`src/rtl/wb_pkg.sv`:
```
// Shared types for the writeback retirement buffer: entry control flags, FSM state
// and width helpers derived from the buffer/channel parameters.
package wb_pkg;

    typedef enum logic {
        RUN   = 1'b0,
        FLUSH = 1'b1
    } wb_state_t;

    // Wide payload fields (pc, dest, data, xcpt_addr) are parameter-sized, so they
    // live in separate arrays alongside these per-entry flags.
    typedef struct packed {
        logic valid;
        logic done;
        logic write_rf;
        logic xcpt;
    } rob_entry_t;

    function automatic int tag_w(input int depth);
        return (depth > 1) ? $clog2(depth) : 1;
    endfunction

    function automatic int ch_w(input int num_ch);
        return (num_ch > 1) ? $clog2(num_ch) : 1;
    endfunction

endpackage

```
`src/rtl/wb_cmp_select.sv`:
```
// Completion matcher for one buffer entry: reports whether any channel targets
// this entry and, if several do, selects the lowest-indexed one.
module wb_cmp_select
    import wb_pkg::*;
#(
    parameter int NUM_CH = 2,
    parameter int TAG_W  = 3,
    parameter int ENTRY  = 0,
    parameter int CH_W   = ch_w(NUM_CH)
) (
    input  logic [NUM_CH-1:0]       cmp_valid,
    input  logic [NUM_CH*TAG_W-1:0] cmp_tag,
    output logic                    hit,
    output logic [CH_W-1:0]         ch
);

    localparam logic [TAG_W-1:0] MY_TAG = TAG_W'(ENTRY);

    // Scan from the highest index down so the lowest matching channel is written last.
    always_comb begin
        hit = 1'b0;
        ch  = '0;
        for (int c = NUM_CH - 1; c >= 0; c--) begin
            if (cmp_valid[c] && (cmp_tag[c*TAG_W +: TAG_W] == MY_TAG)) begin
                hit = 1'b1;
                ch  = CH_W'(c);
            end
        end
    end

endmodule

```
`src/rtl/wb_retire_buffer.sv`:
```
// In-order retirement buffer: gathers out-of-order completions from NUM_CH channels,
// retires one entry per cycle to the RF and reports precise exceptions with a flush.
module wb_retire_buffer
    import wb_pkg::*;
#(
    parameter int NUM_CH = 2,
    parameter int DEPTH  = 8,
    parameter int DATA_W = 32,
    parameter int ADDR_W = 5,
    parameter int PC_W   = 32,
    parameter int TAG_W  = tag_w(DEPTH)
) (
    input  logic                     clock,
    input  logic                     reset,
    input  logic                     alloc_valid,
    input  logic [PC_W-1:0]          alloc_pc,
    output logic                     alloc_ready,
    output logic [TAG_W-1:0]         alloc_tag,
    input  logic [NUM_CH-1:0]        cmp_valid,
    input  logic [NUM_CH*TAG_W-1:0]  cmp_tag,
    input  logic [NUM_CH-1:0]        cmp_write_rf,
    input  logic [NUM_CH*ADDR_W-1:0] cmp_dest,
    input  logic [NUM_CH*DATA_W-1:0] cmp_data,
    input  logic [NUM_CH-1:0]        cmp_xcpt,
    input  logic [NUM_CH*PC_W-1:0]   cmp_xcpt_addr,
    output logic                     req_to_RF_writeEn,
    output logic [ADDR_W-1:0]        req_to_RF_dest,
    output logic [DATA_W-1:0]        req_to_RF_data,
    output logic                     xcpt_valid,
    output logic [PC_W-1:0]          rmPC,
    output logic [PC_W-1:0]          rmAddr,
    output logic                     flush,
    output logic [TAG_W:0]           occupancy
);

    localparam int               CH_W    = ch_w(NUM_CH);
    localparam logic [TAG_W:0]   CNT_ONE = (TAG_W+1)'(1);
    localparam logic [TAG_W:0]   CNT_MAX = (TAG_W+1)'(DEPTH);
    localparam logic [TAG_W-1:0] TAG_ONE = TAG_W'(1);

    wb_state_t         state;
    logic [TAG_W-1:0]  head;
    logic [TAG_W-1:0]  tail;
    logic [TAG_W:0]    count;
    rob_entry_t        ent     [DEPTH];
    logic [PC_W-1:0]   pc_q    [DEPTH];
    logic [ADDR_W-1:0] dest_q  [DEPTH];
    logic [DATA_W-1:0] data_q  [DEPTH];
    logic [PC_W-1:0]   xaddr_q [DEPTH];

    logic [DEPTH-1:0]  hit;
    logic [DEPTH-1:0]  accept;
    logic [CH_W-1:0]   sel     [DEPTH];
    logic              do_alloc;
    logic              retire;
    logic              retire_xcpt;

    assign alloc_ready = (state == RUN) && (count < CNT_MAX);
    assign alloc_tag   = tail;
    assign occupancy   = count;
    assign do_alloc    = alloc_valid && alloc_ready;
    assign retire      = (state == RUN) && ent[head].valid && ent[head].done;
    assign retire_xcpt = retire && ent[head].xcpt;

    for (genvar i = 0; i < DEPTH; i++) begin : g_sel
        wb_cmp_select #(
            .NUM_CH (NUM_CH),
            .TAG_W  (TAG_W),
            .ENTRY  (i)
        ) u_sel (
            .cmp_valid (cmp_valid),
            .cmp_tag   (cmp_tag),
            .hit       (hit[i]),
            .ch        (sel[i])
        );
        // An entry being allocated this cycle is still invalid, so it never accepts.
        assign accept[i] = hit[i] && ent[i].valid && !ent[i].done && (state == RUN);
    end

    // Control and registered outputs
    always_ff @(posedge clock or negedge reset) begin
        if (!reset) begin
            state             <= RUN;
            head              <= '0;
            tail              <= '0;
            count             <= '0;
            for (int i = 0; i < DEPTH; i++) ent[i] <= '0;
            req_to_RF_writeEn <= 1'b0;
            req_to_RF_dest    <= '0;
            req_to_RF_data    <= '0;
            xcpt_valid        <= 1'b0;
            flush             <= 1'b0;
            rmPC              <= '0;
            rmAddr            <= '0;
        end else begin
            req_to_RF_writeEn <= 1'b0;
            xcpt_valid        <= 1'b0;
            flush             <= 1'b0;
            if (state == RUN) begin
                if (retire_xcpt) begin
                    state      <= FLUSH;
                    xcpt_valid <= 1'b1;
                    flush      <= 1'b1;
                    rmPC       <= pc_q[head];
                    rmAddr     <= xaddr_q[head];
                    head       <= '0;
                    tail       <= '0;
                    count      <= '0;
                    for (int i = 0; i < DEPTH; i++) ent[i] <= '0;
                end else begin
                    for (int i = 0; i < DEPTH; i++) begin
                        if (accept[i]) begin
                            ent[i].done     <= 1'b1;
                            ent[i].write_rf <= cmp_write_rf[sel[i]];
                            ent[i].xcpt     <= cmp_xcpt[sel[i]];
                        end
                    end
                    if (retire) begin
                        ent[head]         <= '0;
                        head              <= head + TAG_ONE;
                        req_to_RF_writeEn <= ent[head].write_rf;
                        req_to_RF_dest    <= dest_q[head];
                        req_to_RF_data    <= data_q[head];
                    end
                    if (do_alloc) begin
                        ent[tail].valid <= 1'b1;
                        ent[tail].done  <= 1'b0;
                        tail            <= tail + TAG_ONE;
                    end
                    if (do_alloc && !retire)
                        count <= count + CNT_ONE;
                    else if (retire && !do_alloc)
                        count <= count - CNT_ONE;
                end
            end else begin
                state <= RUN;
            end
        end
    end

    // Entry payload storage
    always_ff @(posedge clock) begin
        if (do_alloc) pc_q[tail] <= alloc_pc;
        for (int i = 0; i < DEPTH; i++) begin
            if (accept[i]) begin
                dest_q[i]  <= cmp_dest[sel[i]*ADDR_W +: ADDR_W];
                data_q[i]  <= cmp_data[sel[i]*DATA_W +: DATA_W];
                xaddr_q[i] <= cmp_xcpt_addr[sel[i]*PC_W +: PC_W];
            end
        end
    end

endmodule

```
`config.mk`:
```
export PLATFORM = sky130hd
export DESIGN_NAME = wb_retire_buffer
export DESIGN_NICKNAME = d
export VERILOG_FILES = /design/src/rtl/wb_pkg.sv /design/src/rtl/wb_cmp_select.sv /design/src/rtl/wb_retire_buffer.sv
export SDC_FILE = /design/constraint.sdc
export NUM_CORES = 1
export LEC_CHECK = 0
export BUFFER_PORTS_ARGS = -buffer_cell sky130_fd_sc_hd__buf_2
export CAP_MARGIN = 40
export CORE_MARGIN = 2
export CORE_UTILIZATION = 65
export DETAILED_ROUTE_END_ITERATION = 12
export PLACE_DENSITY = 0.83
export RECOVER_POWER = 25
export SYNTH_ARGS = -nofsm -noshare
export SYNTH_HDL_FRONTEND = slang
export SYNTH_HIERARCHICAL = 1
export SYNTH_SLANG_ARGS = --single-unit
```
`constraint.sdc`:
```
create_clock -name clock -period 14.79 [get_ports clock]
set_input_delay 2.2185 -clock clock [delete_from_list [all_inputs] [get_ports clock]]
set_output_delay 2.2185 -clock clock [all_outputs]
set_load 0.01 [all_outputs]
```
==> results_dict.tcl <==
set metrics [dict create \
    placer_congestion 0.840 \
    max-slew-margin-rel -1.43 \
    drcViolationCount 0 \
    fp.dieW_um 261 \
    synth-edff-count 808 \
    cts_max_path_buffers 3 \
    cts_inserted_buffers 94 \
    layout.nets 3263 \
    path_cells "clkbuf_1 -> mux4_2 -> mux2i_1 -> nor3_1 -> buf_4 -> buf_4 -> mux2_2" \
    hold_violations 0 \
    timing.rr.end "rmAddr[2]$_DFFE_PN0P_" \
    setup-tns-final_ps 0 \
    synth.top_cell.area_share 0.563 \
    mappedNetlistNets 3012 \
    ys_async_sr_fraction 0.152 \
    critPathBufInv 3 \
    timing_max_transition_violations_final 392 \
    critical_path_peak_fanout 60 \
    track_usage 0.358 \
    portBuffers 296 \
    drt-wirelength-per-cell_um 30.2 \
    setup-violations-final 0 \
    antenna_found_initial 55 \
    synthMostInstantiatedCell "sky130_fd_sc_hd__edfxtp_1" \
    via_count_of_the_first_global_routing_pass 28500 \
    worst_setup_skew_after_layout_ps 24.6 \
    antenna_left 0 \
    max_stage_delay_ps 2650 \
    ir_drop_mv 0.161 \
    rr_startpoint "head[1]$_DFFE_PN0P_" \
    worst_setup_path_end_kind "flip-flop" \
    post-route-period-util 0.602 \
    reg2regPathDepth 7 \
    unrepaired_setup_endpoints_after_global_routing "no" \
    worst_hold_path_type "reg -> reg" \
    beginning_of_the_worst_hold_path "rmAddr[2]$_DFFE_PN0P_" \
    fmaxAchievable_mhz 112 \
    cts_sinks 953 \
    row_count 94 \
    yosys.area.top_type "sky130_fd_sc_hd__edfxtp_1" \
    detailed_place_hpwl_um 69500 \
    synth-seq-cells 953 \
    route.vias.total 28100 \
    drt-initial-drc-count 3671 \
    clkLatencyLatePin_ps 660 \
    power_mw 8.55 \
    route.final.wire_length_um 123000 \
    holdPathEnd "rmAddr[2]$_DFFE_PN0P_" \
    cp-startpoint "head[1]$_DFFE_PN0P_" \
    holdPathStages 1 \
    largest_net_degree_at_the_start_of_global_routing 132 \
    timing.critical_path.required_ps 15330 \
    initial_cell_density_of_the_core 0.656 \
    post_cts.resized_instances 0 \
    finalCriticalPeriod_ps 8900 \
    critical-path-top-delay-family "buffers and inverters" \
    grt_overflow_total 0 \
    synth_top_cells_by_count "sky130_fd_sc_hd__edfxtp_1 (808), sky130_fd_sc_hd__mux2_2 (632), sky130_fd_sc_hd__nor2_1 (217)" \
    path_clk_slew_ps 70 \
    timing.critical_path.mode_cell "sky130_fd_sc_hd__buf_4" \
    iteration_count_of_the_initial_detailed_routing_pass 6 \
    violations "capacitance limit, slew limit" \
    boundaryPins 297 \
    post_synth.cell_area_avg_um2 15.3 \
    startpoint_class_of_the_critical_path "flip-flop" \
    post_dp_cell_area_um2 45700 \
    run_status "complete, but fails checks" \
    grt_first_pass_wirelength_um 180000 \
    avgViaCountPerCell 6.92 \
    worstPathArrival_ps 9440 \
    clk_root_buffer_cell "sky130_fd_sc_hd__clkbuf_16" \
    core_area_um2 65600 \
    finalInstanceArea_um2 48900 \
    cts_tree "built" \
    post_cts_buffers 0 \
    yosys_warnings 6 \
    proportion_of_synthesized_chip_area_in_sequential_cells 0.648 \
    worst_pin_slew_ps 3650 \
    worst_path_max_delay_cell "sky130_fd_sc_hd__clkbuf_1" \
    chipHeight_um 261 \
    layout.core_utilization 0.745 \
    worst-r2r-setup-slack_ps 5890 \
    cellPowerDensity_nw_per_um2 175 \
    syn-cell-area_um2 43100 \
    area_growth_syn_to_layout_pct 13.5 \
    htreeDepth 3 \
    postSynthCellCount 2822 \
    count_of_distinct_cell_types_in_the_synthesized_netlist 63 \
    filler_cell_count 3947 \
    overall_die_area_um2 68300 \
    power.leakage_nw 16.7 \
    post_synth_main_area_contributors "sky130_fd_sc_hd__edfxtp_1 (56%), sky130_fd_sc_hd__mux2_2 (17%), sky130_fd_sc_hd__dfrtp_1 (8.4%)" \
    drv.max_cap_violation_count 11 \
    cts-hold-fix-buffers 0 \
    timing_worst_setup_path_type "reg -> reg" \
    drive_gt1_frac 0.380 \
    ys.flop_type "sky130_fd_sc_hd__edfxtp_1" \
]
-- how the worst max path moves through the flow --
stage / to / slack [ps] / cells after the start
finish: rmAddr[2]$_DFFE_PN0P_ / 5890 / 7
global route: rmAddr[2]$_DFFE_PN0P_ / 5500 / 7
CTS: rmAddr[2]$_DFFE_PN0P_ / 10130 / 7
detailed placement: ent[29]$_DFFE_PN0N_ / 9660 / 8
global placement: data_q[0][24]$_DFFE_PP_ / 9380 / 5
floorplan: ent[15]$_DFFE_PN0N_ / 8120 / 4
-- metal layers --
| layer | part of all wire | vias up | track usage |
|---|---|---|---|
| li1 | - | 11700 | - |
| met1 | 0.36 | 14200 | 0.454 |
| met2 | 0.49 | 1842 | 0.581 |
| met3 | 0.12 | 365 | 0.0893 |
| met4 | 0.040 | 40 | 0.176 |
| met5 | 0.0020 | - | 0 |
-- worst register-to-register path, delay by kind of cell, from the launching register on --
family        cells  cell delay [ps]
buf+inv           3             4160
flops             1             1580
mux               3             1600
simple gates      1             1440
-- state kept, by name (all words and copies together), names as in the netlist --
| signal | flops |
|---|---|
| data_q | 256 |
| pc_q | 256 |
| xaddr_q | 256 |
| dest_q | 40 |
| ent | 32 |
| req_to_RF_data | 32 |
| rmAddr | 32 |
| rmPC | 32 |
| req_to_RF_dest | 5 |
| occupancy | 4 |
| alloc_tag | 3 |
| head | 3 |
| req_to_RF_writeEn | 1 |
| state | 1 |
-- report_power, final --
| part | internal [mW] | switching, mW |
|---|---|---|
| Sequential | 3.24 | 0.204 |
| Combinational | 0.980 | 1.66 |
| Clock | 1.43 | 1.03 |
| Total | 5.65 | 2.90 |
-- kinds of logic (layout without fill, tap and decap cells) --
logic type                 after synthesis  in the layout  share of synthesized area
AOI/OAI and AO/OA                      516            516                     0.0821
xor gates and xnor gates                 3              3                   0.000610
adders and majority gates                5              5                    0.00163
buffers and inverters                  224            556                     0.0235
DFF                                    953            953                      0.648
muxes                                  754            754                      0.205
other                                    0             42                          0
and+or+nand+nor                        367            367                     0.0394
-- stage by stage --
step	worst slack, ps	instances	hold WS (ps)
after floorplan	8120	2822	504
after global placement	9380	3831	469
after detailed placement	9660	3841	493
after CTS	10130	4018	506
after global routing	5500	4048	534
final	5890	4060	507
-- placed cells by master, fill, tap and decap left out, types with 4 or more instances in the layout --
master	n
sky130_fd_sc_hd__clkinv_2	14
sky130_fd_sc_hd__a31oi_1	27
sky130_fd_sc_hd__nand4bb_1	5
sky130_fd_sc_hd__mux4_2	39
sky130_fd_sc_hd__o22ai_1	15
sky130_fd_sc_hd__inv_1	9
sky130_fd_sc_hd__nand2_1	77
sky130_fd_sc_hd__a22oi_1	70
sky130_fd_sc_hd__a222oi_1	6
sky130_fd_sc_hd__a221oi_1	104
sky130_fd_sc_hd__buf_4	56
sky130_fd_sc_hd__ha_1	4
sky130_fd_sc_hd__a211oi_1	20
sky130_fd_sc_hd__nor2b_4	9
sky130_fd_sc_hd__nand4b_1	4
sky130_fd_sc_hd__a21oi_1	177
sky130_fd_sc_hd__nor2_4	9
sky130_fd_sc_hd__buf_16	6
sky130_fd_sc_hd__dfrtp_1	143
sky130_fd_sc_hd__clkbuf_8	18
sky130_fd_sc_hd__o211ai_1	9
sky130_fd_sc_hd__clkbuf_16	94
sky130_fd_sc_hd__mux2i_1	82
sky130_fd_sc_hd__bufinv_16	9
sky130_fd_sc_hd__nor3_1	6
sky130_fd_sc_hd__a21o_1	6
sky130_fd_sc_hd__buf_2	261
sky130_fd_sc_hd__o21ai_0	30
sky130_fd_sc_hd__a22o_1	35
sky130_fd_sc_hd__nor4bb_4	8
sky130_fd_sc_hd__nor2_1	205
sky130_fd_sc_hd__edfxtp_1	808
sky130_fd_sc_hd__nand2b_1	12
sky130_fd_sc_hd__clkinv_1	9
sky130_fd_sc_hd__clkbuf_1	63
sky130_fd_sc_hd__diode_2	42
sky130_fd_sc_hd__nor2_2	5
sky130_fd_sc_hd__mux2_2	632
-- area by class of cell --
cell class | instances | area [µm²] | share of cell area
Clock buffer | 133 | 2680 | 0.0548
Antenna cell | 42 | 105 | 0.00215
Tap cell | 864 | 1080 | 0.0221
Multi-Input combinational cell | 1645 | 14400 | 0.295
Sequential cell | 953 | 27900 | 0.571
Timing Repair Buffer | 369 | 2120 | 0.0435
Clock inverter | 44 | 509 | 0.0104
Inverter | 10 | 37.5 | 0.000768
(Power assumes the default switching activity.)
